`config.mk`:
```
export PLATFORM = sky130hd
export DESIGN_NAME = tc503_countdown_timer
export DESIGN_NICKNAME = d
export VERILOG_FILES = /design/src/rtl/tc503_countdown_timer.sv
export SDC_FILE = /design/constraint.sdc
export NUM_CORES = 1
export LEC_CHECK = 0
export BUFFER_PORTS_ARGS = -buffer_cell sky130_fd_sc_hd__buf_2
export CAP_MARGIN = 25
export CORE_MARGIN = 1
export CORE_UTILIZATION = 25
export CTS_BUF_LIST = sky130_fd_sc_hd__clkbuf_4
export DETAILED_ROUTE_END_ITERATION = 10
export GPL_TIMING_DRIVEN = 0
export PLACE_DENSITY = 0.43
export SYNTH_ARGS = -nofsm -noshare
export SYNTH_HDL_FRONTEND = slang
export SYNTH_SLANG_ARGS = --single-unit
export TNS_END_PERCENT = 50
```
`constraint.sdc`:
```
create_clock -name clk -period 1.9 [get_ports clk]
set_input_delay 0.19 -clock clk [delete_from_list [all_inputs] [get_ports clk]]
set_output_delay 0.19 -clock clk [all_outputs]
set_load 0.01 [all_outputs]
```
`src/rtl/tc503_countdown_timer.sv`:
```
// Two-digit BCD countdown timer: encoder-set preset, muxed 7-segment display,
// two brightness PWMs and a time-expired alarm PWM.
module tc503_countdown_timer #(
    parameter int unsigned TICK_DIV = 10_000_000,
    parameter int unsigned MUX_DIV  = 1024
) (
    input  logic       clk,
    input  logic       rst,
    input  logic       ena,
    input  logic [7:0] ui_in,
    output logic [7:0] uo_out,
    input  logic [7:0] uio_in,
    output logic [7:0] uio_out,
    output logic [7:0] uio_oe
);

    localparam int unsigned TICK_W = (TICK_DIV > 1) ? $clog2(TICK_DIV) : 1;
    localparam int unsigned MUX_W  = (MUX_DIV > 1) ? $clog2(MUX_DIV) : 1;
    localparam logic [TICK_W-1:0] TICK_MAX = TICK_W'(TICK_DIV - 1);
    localparam logic [MUX_W-1:0]  MUX_MAX  = MUX_W'(MUX_DIV - 1);

    logic [7:0]        sync1, sync2, hist;
    logic [2:0]        step, dir_down;
    logic              run, tick, zero;
    logic [TICK_W-1:0] presc;
    logic [MUX_W-1:0]  mux_cnt;
    logic              dis0_ctrl;
    logic [3:0]        tens, ones, tens_n, ones_n;
    logic [3:0]        l1, l2;
    logic [7:0]        pc;
    logic [2:0]        pwm, pwm_n;
    logic [3:0]        digit;

    // Saturating 0..15 level adjust for the brightness encoders.
    function automatic logic [3:0] level_step(input logic [3:0] lvl, input logic stp,
                                              input logic dn);
        logic [3:0] r;
        r = lvl;
        if (stp) begin
            if (dn) begin
                if (lvl != 4'd0) r = lvl - 4'd1;
            end else begin
                if (lvl != 4'd15) r = lvl + 4'd1;
            end
        end
        return r;
    endfunction

    function automatic logic [6:0] seg7(input logic [3:0] d);
        logic [6:0] s;
        case (d)
            4'd0:    s = 7'h3F;
            4'd1:    s = 7'h06;
            4'd2:    s = 7'h5B;
            4'd3:    s = 7'h4F;
            4'd4:    s = 7'h66;
            4'd5:    s = 7'h6D;
            4'd6:    s = 7'h7D;
            4'd7:    s = 7'h07;
            4'd8:    s = 7'h7F;
            4'd9:    s = 7'h6F;
            default: s = 7'h00;
        endcase
        return s;
    endfunction

    // Input synchronizer plus one history stage for edge detection.
    always_ff @(posedge clk) begin
        if (rst) begin
            sync1 <= 8'h00;
            sync2 <= 8'h00;
            hist  <= 8'h00;
        end else begin
            sync1 <= ui_in;
            sync2 <= sync1;
            hist  <= sync2;
        end
    end

    always_comb begin
        for (int i = 0; i < 3; i++) begin
            step[i]     = sync2[2*i] & ~hist[2*i];
            dir_down[i] = sync2[2*i+1];
        end
    end

    assign run  = sync2[7];
    assign tick = run && (presc == TICK_MAX);
    assign zero = (tens == 4'd0) && (ones == 4'd0);

    // A countdown tick takes priority; enc0 only edits the preset while stopped.
    always_comb begin
        tens_n = tens;
        ones_n = ones;
        if (tick) begin
            if (!zero) begin
                if (ones == 4'd0) begin
                    ones_n = 4'd9;
                    tens_n = tens - 4'd1;
                end else begin
                    ones_n = ones - 4'd1;
                end
            end
        end else if (!run && step[0]) begin
            if (dir_down[0]) begin
                if (!zero) begin
                    if (ones == 4'd0) begin
                        ones_n = 4'd9;
                        tens_n = tens - 4'd1;
                    end else begin
                        ones_n = ones - 4'd1;
                    end
                end
            end else if (!((tens == 4'd9) && (ones == 4'd9))) begin
                if (ones == 4'd9) begin
                    ones_n = 4'd0;
                    tens_n = tens + 4'd1;
                end else begin
                    ones_n = ones + 4'd1;
                end
            end
        end
    end

    always_comb begin
        pwm_n[0] = run && zero && pc[7];
        pwm_n[1] = (pc[7:4] < l1);
        pwm_n[2] = (pc[7:4] < l2);
    end

    always_ff @(posedge clk) begin
        if (rst) begin
            presc     <= '0;
            mux_cnt   <= '0;
            dis0_ctrl <= 1'b0;
            tens      <= 4'd0;
            ones      <= 4'd0;
            l1        <= 4'd0;
            l2        <= 4'd0;
            pc        <= 8'd0;
            pwm       <= 3'b000;
        end else begin
            presc <= (!run || tick) ? '0 : presc + TICK_W'(1);
            if (mux_cnt == MUX_MAX) begin
                mux_cnt   <= '0;
                dis0_ctrl <= ~dis0_ctrl;
            end else begin
                mux_cnt <= mux_cnt + MUX_W'(1);
            end
            tens <= tens_n;
            ones <= ones_n;
            l1   <= level_step(l1, step[1], dir_down[1]);
            l2   <= level_step(l2, step[2], dir_down[2]);
            pc   <= pc + 8'd1;
            pwm  <= pwm_n;
        end
    end

    // Segments follow the registered digit select with no extra latency.
    assign digit   = dis0_ctrl ? tens : ones;
    assign uo_out  = {dis0_ctrl, seg7(digit)};
    assign uio_out = {5'b00000, pwm};
    assign uio_oe  = 8'b0000_0111;

    logic unused_inputs;
    assign unused_inputs = &{1'b0, ena, uio_in, sync2[6], hist[7:6], hist[5], hist[3], hist[1]};

endmodule

```
# After elaboration in Yosys (flattened, before gate mapping)

Memories as Yosys holds them, arrays and structs flattened.
Cells that the tools add are included.

Add/sub/neg operators: 11
Magnitude comparators: 2
Eq/ne operators: 9
Muxes and demuxes: 21
Bitwise gates (word level): 7
Reductions and logical operators: 22

Operator list:

| cell                  | number |
|---|---|
| $mux 4                | 21 |
| $add 24x1->24 const B | 1 |
| $eq 24x24->1 const B  | 1 |
| $add 4x1->4 const B   | 4 |
| $sub 4x1->4 const B   | 4 |
| $add 10x1->10 const B | 1 |
| $eq 10x10->1 const B  | 1 |
| $reduce_and 3->1      | 3 |
| $add 8x1->8 const B   | 1 |
| $eq 4x4->1 const B    | 2 |
| $logic_not 4->1       | 2 |
| $lt 4x4->1            | 2 |
| $ne 4x4->1 const B    | 2 |
| $reduce_bool 4->1     | 2 |
| $logic_and 1x1->1     | 6 |
| $reduce_bool 2->1     | 3 |
| $ne 2x1->1 const B    | 2 |
| $not 1->1             | 4 |
| $reduce_or 2->1       | 2 |
| $and 1x1->1           | 3 |
| $ne 3x3->1 const B    | 1 |
| $reduce_bool 3->1     | 1 |
| $reduce_and 2->1      | 1 |
| $logic_not 1->1       | 1 |
| $logic_or 1x1->1      | 1 |

Flip-flop bits (word level): 83
Bits in read-only memories: 112
Input port bits: 19
Output and inout port bits: 24
Logic and storage cells: 85
Memories kept: 1

Memories:

| name             | depth | bits a word | read ports | clocked after Yosys merged registers in | wr ports | RTL line | RTL |
|---|---|---|---|---|---|---|---|
| (name not given) | 16    | 7           | 1          | 0                                       | 0        | 51       | `case (d)` |

# Depth between registers and ports, before layout

Word-level depth: 6
Depth in mapped cells: 7

# Worst setup path before layout

OpenSTA, ideal clock, no wires.

Path kind: reg-to-output
Start: reg dis0_ctrl
End: out uo_out[5]
Data arrival time: 1.669 ns
Data required time: 1.710 ns
Setup slack: 0.041 ns
Stages on the path, launching flop included: 6
Buffers on the path: 1
Path through: dfxtp_1 > clkbuf_1 > mux2i_1 > inv_1 > ha_1 > o22ai_1

Word-level cells in the longest chain between the ends: 2

RTL lines:

| item                     | RTL line | RTL |
|---|---|---|
| start: declaration       | 27       | `logic dis0_ctrl;` |
| start signal: assignment | 146      | `dis0_ctrl <= ~dis0_ctrl;` |
| $mux 4                   | 160      | `assign digit = dis0_ctrl ? tens : ones;` |
| $mem_v2 16x7             | --       |  |
| end: declaration         | 11       | `output logic [7:0] uo_out,` |

Every way passes these cells.

# Final worst setup path

Start: reg dis0_ctrl
End: out uo_out[0]

Same word-level chain as after synthesis.

==> flow_summary_export.csv <==
group,metric,value,unit
power,clkPwrFrac,0.366,
yosys,synth_ff_type,"dfxtp_1",
grt,grt.overflow.total,0,
worst_setup_path,criticalPathCategory,"reg2out",
route,first_pass_iters,4,
timing,setup_viol,7,
die,start_util,0.257,
clock_tree,clk_latency,0.45,ns
yosys,synth.area.top_cells,"dfxtp_1 37%, ha_1 6.7%, xnor2_1 5.9%",
clock_tree,tritoncts,"yes",
die,fp-row-count,47,
yosys,ys_async_sr_fraction,0,
timing,hold_viol_final,0,
yosys,synth_warnings,0,
yosys,synth.distinct_cells,64,
clock_tree,clock-root-buffer,"clkbuf_4",
yosys,synth_seq_cells,79,
yosys,synth-edff-count,0,
power,power_switching,803,uW
timing,setup_ws,-0.242,ns
route,viasPerCell,4.38,
grt,antenna_found_initial,1,
cells_and_area,multi_input_comb_area,0.00262,sq mm
cells_and_area,fillerInstances,1759,
yosys,syn_inst,480,
worst_setup_path,arrival,1.95,ns
yosys,syn-cell-area,0.00428,sq mm
die,fp.dieH,133,microns
job,cap_violations,0,
timing,whs,0.367,ns
timing,fmax,467,MHz
outcome,status,"finished, violations left",
min_path,hold_path.class,"in2reg",
die,die_w,133,microns
clock_tree,cts_htree_levels,3,
cells_and_area,layout-drive-gt1-share,0.239,
worst_setup_path,crit_path_start_kind,"flip-flop",
power,power_density,606,mW/mm^2
grt,grt_max_degree,14,
power,comb_power_share,0.092,
die,ioPinCount,43,
timing,rsz0062_at_grt,"yes",
clock_tree,clk_pin_slew,0.13,ns
route,drc,0,
cells_and_area,layout_commonest_cell,"dfxtp_1",
timing,tightest_slew,0.669,ns
placed_design,hpwl,6.67,mm
worst_setup_path,r2r_cells,7,
timing,period_share,1.13,
cells_and_area,final_cell_area,0.00525,sq mm
power,switching_share,0.253,
cells_and_area,area_growth,22.5,%
cells_and_area,final_cell_mix,"64 x dfxtp_1, 58 x nor2_1, 29 x xnor2_1",
placed_design,dpl_cell_area,0.00469,sq mm
timing,finalClockSkew,0.0221,ns
placed_design,io_buffers,18,
timing,slew-limit-headroom,0.554,
outcome,violations,"negative setup slack",
route,drt-wirelength-per-cell,12.3,microns
grt,grt_pass1_vias,3176,
yosys,synth_top_area_frac,0.369,
cells_and_area,regArea,0.00161,sq mm
clock_tree,clockBufferDepth,2,
worst_setup_path,cp-end-kind,"primary output",
yosys,netlist.top_cell.by_area,"dfxtp_1",
route,postRouteAntennaNets,0,
power,leakagePower,0.00193,uW
yosys,synth.avg_cell_area,8.92,sq um
worst_setup_path,path_max_fanout,6,
clock_tree,clock-sinks,79,
power,power.total,3180,uW
die,core_area,0.0166,sq mm
timing,setup-tns-final,-1.41,ns
min_path,hold-path-cell-count,4,
route,via_count,3353,
yosys,yosysSeqAreaShare,0.369,
timing,drv_slew,0,
placed_design,gp_congestion,0.805,
route,routed_wl,9.37,mm
grt,grt_pass1_wl,15.9,mm
power,ir_drop,0.244,mV
grt,grt_use_total,0.114,
die,die_area,0.0177,sq mm
timing,min_period,2.14,ns
route,first_iter_violations,164,
power,p_int,2380,uW
worst_setup_path,required,1.71,ns
power,pwr-share-seq,0.542,
cells_and_area,final_nets,583,
clock_tree,numCtsBuffers,9,
[per-layer routing]
layer  track usage  share of wire
met3        0.0257          0.028
met2         0.170           0.45
met4        0.0587          0.020
met1         0.153           0.50
met5             0              0
[cell families after synthesis]
group                    after synthesis  share of synthesized area
other                                  2                    0.00175
flip-flops                            79                      0.369
buffers and inverters                 56                     0.0655
multiplexers                           5                     0.0120
AND/OR/NAND/NOR                      207                      0.286
XOR/XNOR                              41                     0.0839
adder cells (fa/ha/maj)               25                     0.0766
AO/OA/AOI/OAI                         65                      0.105
[flip-flops by register name, indices dropped and copies added (netlist names)]
name	flops
l1	4
pwm	3
l2	4
sync2	7
tens	4
pc	8
dis0_ctrl	1
ones	4
sync1	7
presc	24
mux_cnt	10
hist	3
[final cells by class]
type	instances	share of cell area
multi-input combinational	356	0.500
sequential	79	0.307
tap	220	0.0525
timing repair buffer	38	0.0506
buffer	31	0.0415
inverter	24	0.0177
clock inverter	6	0.0162
clock buffer	10	0.0143
antenna	1	0.000477
[critical path: stages, from the launching register on]
cell,delay (ns)
dfxtp_2,0.37
clkbuf_16,0.16
mux2i_4,0.32
ha_2,0.23
nor2b_1,0.04
o21ai_1,0.15
o21ai_1,0.09
buf_2,0.15
[cell usage after synthesis, drive strengths merged, types with 2 or more instances]
master / count
a21o: 6
nor2: 59
o21ai: 18
and3: 7
mux2i: 4
o221ai: 2
and2: 4
a22oi: 2
and4: 6
xor2: 12
fa: 2
a22o: 2
dfxtp: 79
nand2b: 4
nand4: 8
a31oi: 3
ha: 23
conb: 2
inv: 24
nor4b: 5
nor2b: 25
a211oi: 4
o22ai: 3
nor4: 7
xnor2: 29
nor3: 16
clkbuf: 9
nor3b: 6
a21oi: 13
or3: 6
nand3: 19
or4: 2
nand4bb: 2
o31ai: 2
nand2: 26
buf: 23
[power by group through the flow]
stage | clock network (uW) | registers, uW | logic [uW]
after floorplan | 0 | 1760 | 192
after global placement | 0 | 1760 | 254
after detailed placement | 0 | 1760 | 255
after CTS | 1230 | 1720 | 289
after global routing | 1310 | 1730 | 330
final | 1160 | 1720 | 293
[metrics by stage]
step,std cells,setup WS (ns),utilization
2_1_floorplan,491,0.0407,-
3_3_place_gp,729,-0.377,0.282
3_5_place_dp,729,-0.408,0.282
4_1_cts,758,-0.279,0.307
5_1_grt,765,-0.434,0.315
6_report,765,-0.242,0.315
[what timing repair did]
item,in CTS,in global routing
endpoints found under the hold margin,7,0
hold buffers,7,0
gates resized for setup,37,29
pin swaps,7,8
buffers inserted,7,6
endpoints found under the setup margin,44,43
[path summary, 6_finish.rpt]
path | to | from | slack, ns
setup / recovery | uo_out[0] | dis0_ctrl | -0.24
hold / removal | ones[1] | rst | 0.37
hold reg to reg | sync2[4] | sync1[4] | 0.45
setup reg to reg | tens[0] | tens[0] | 0.03
(Power assumes the default switching activity.)
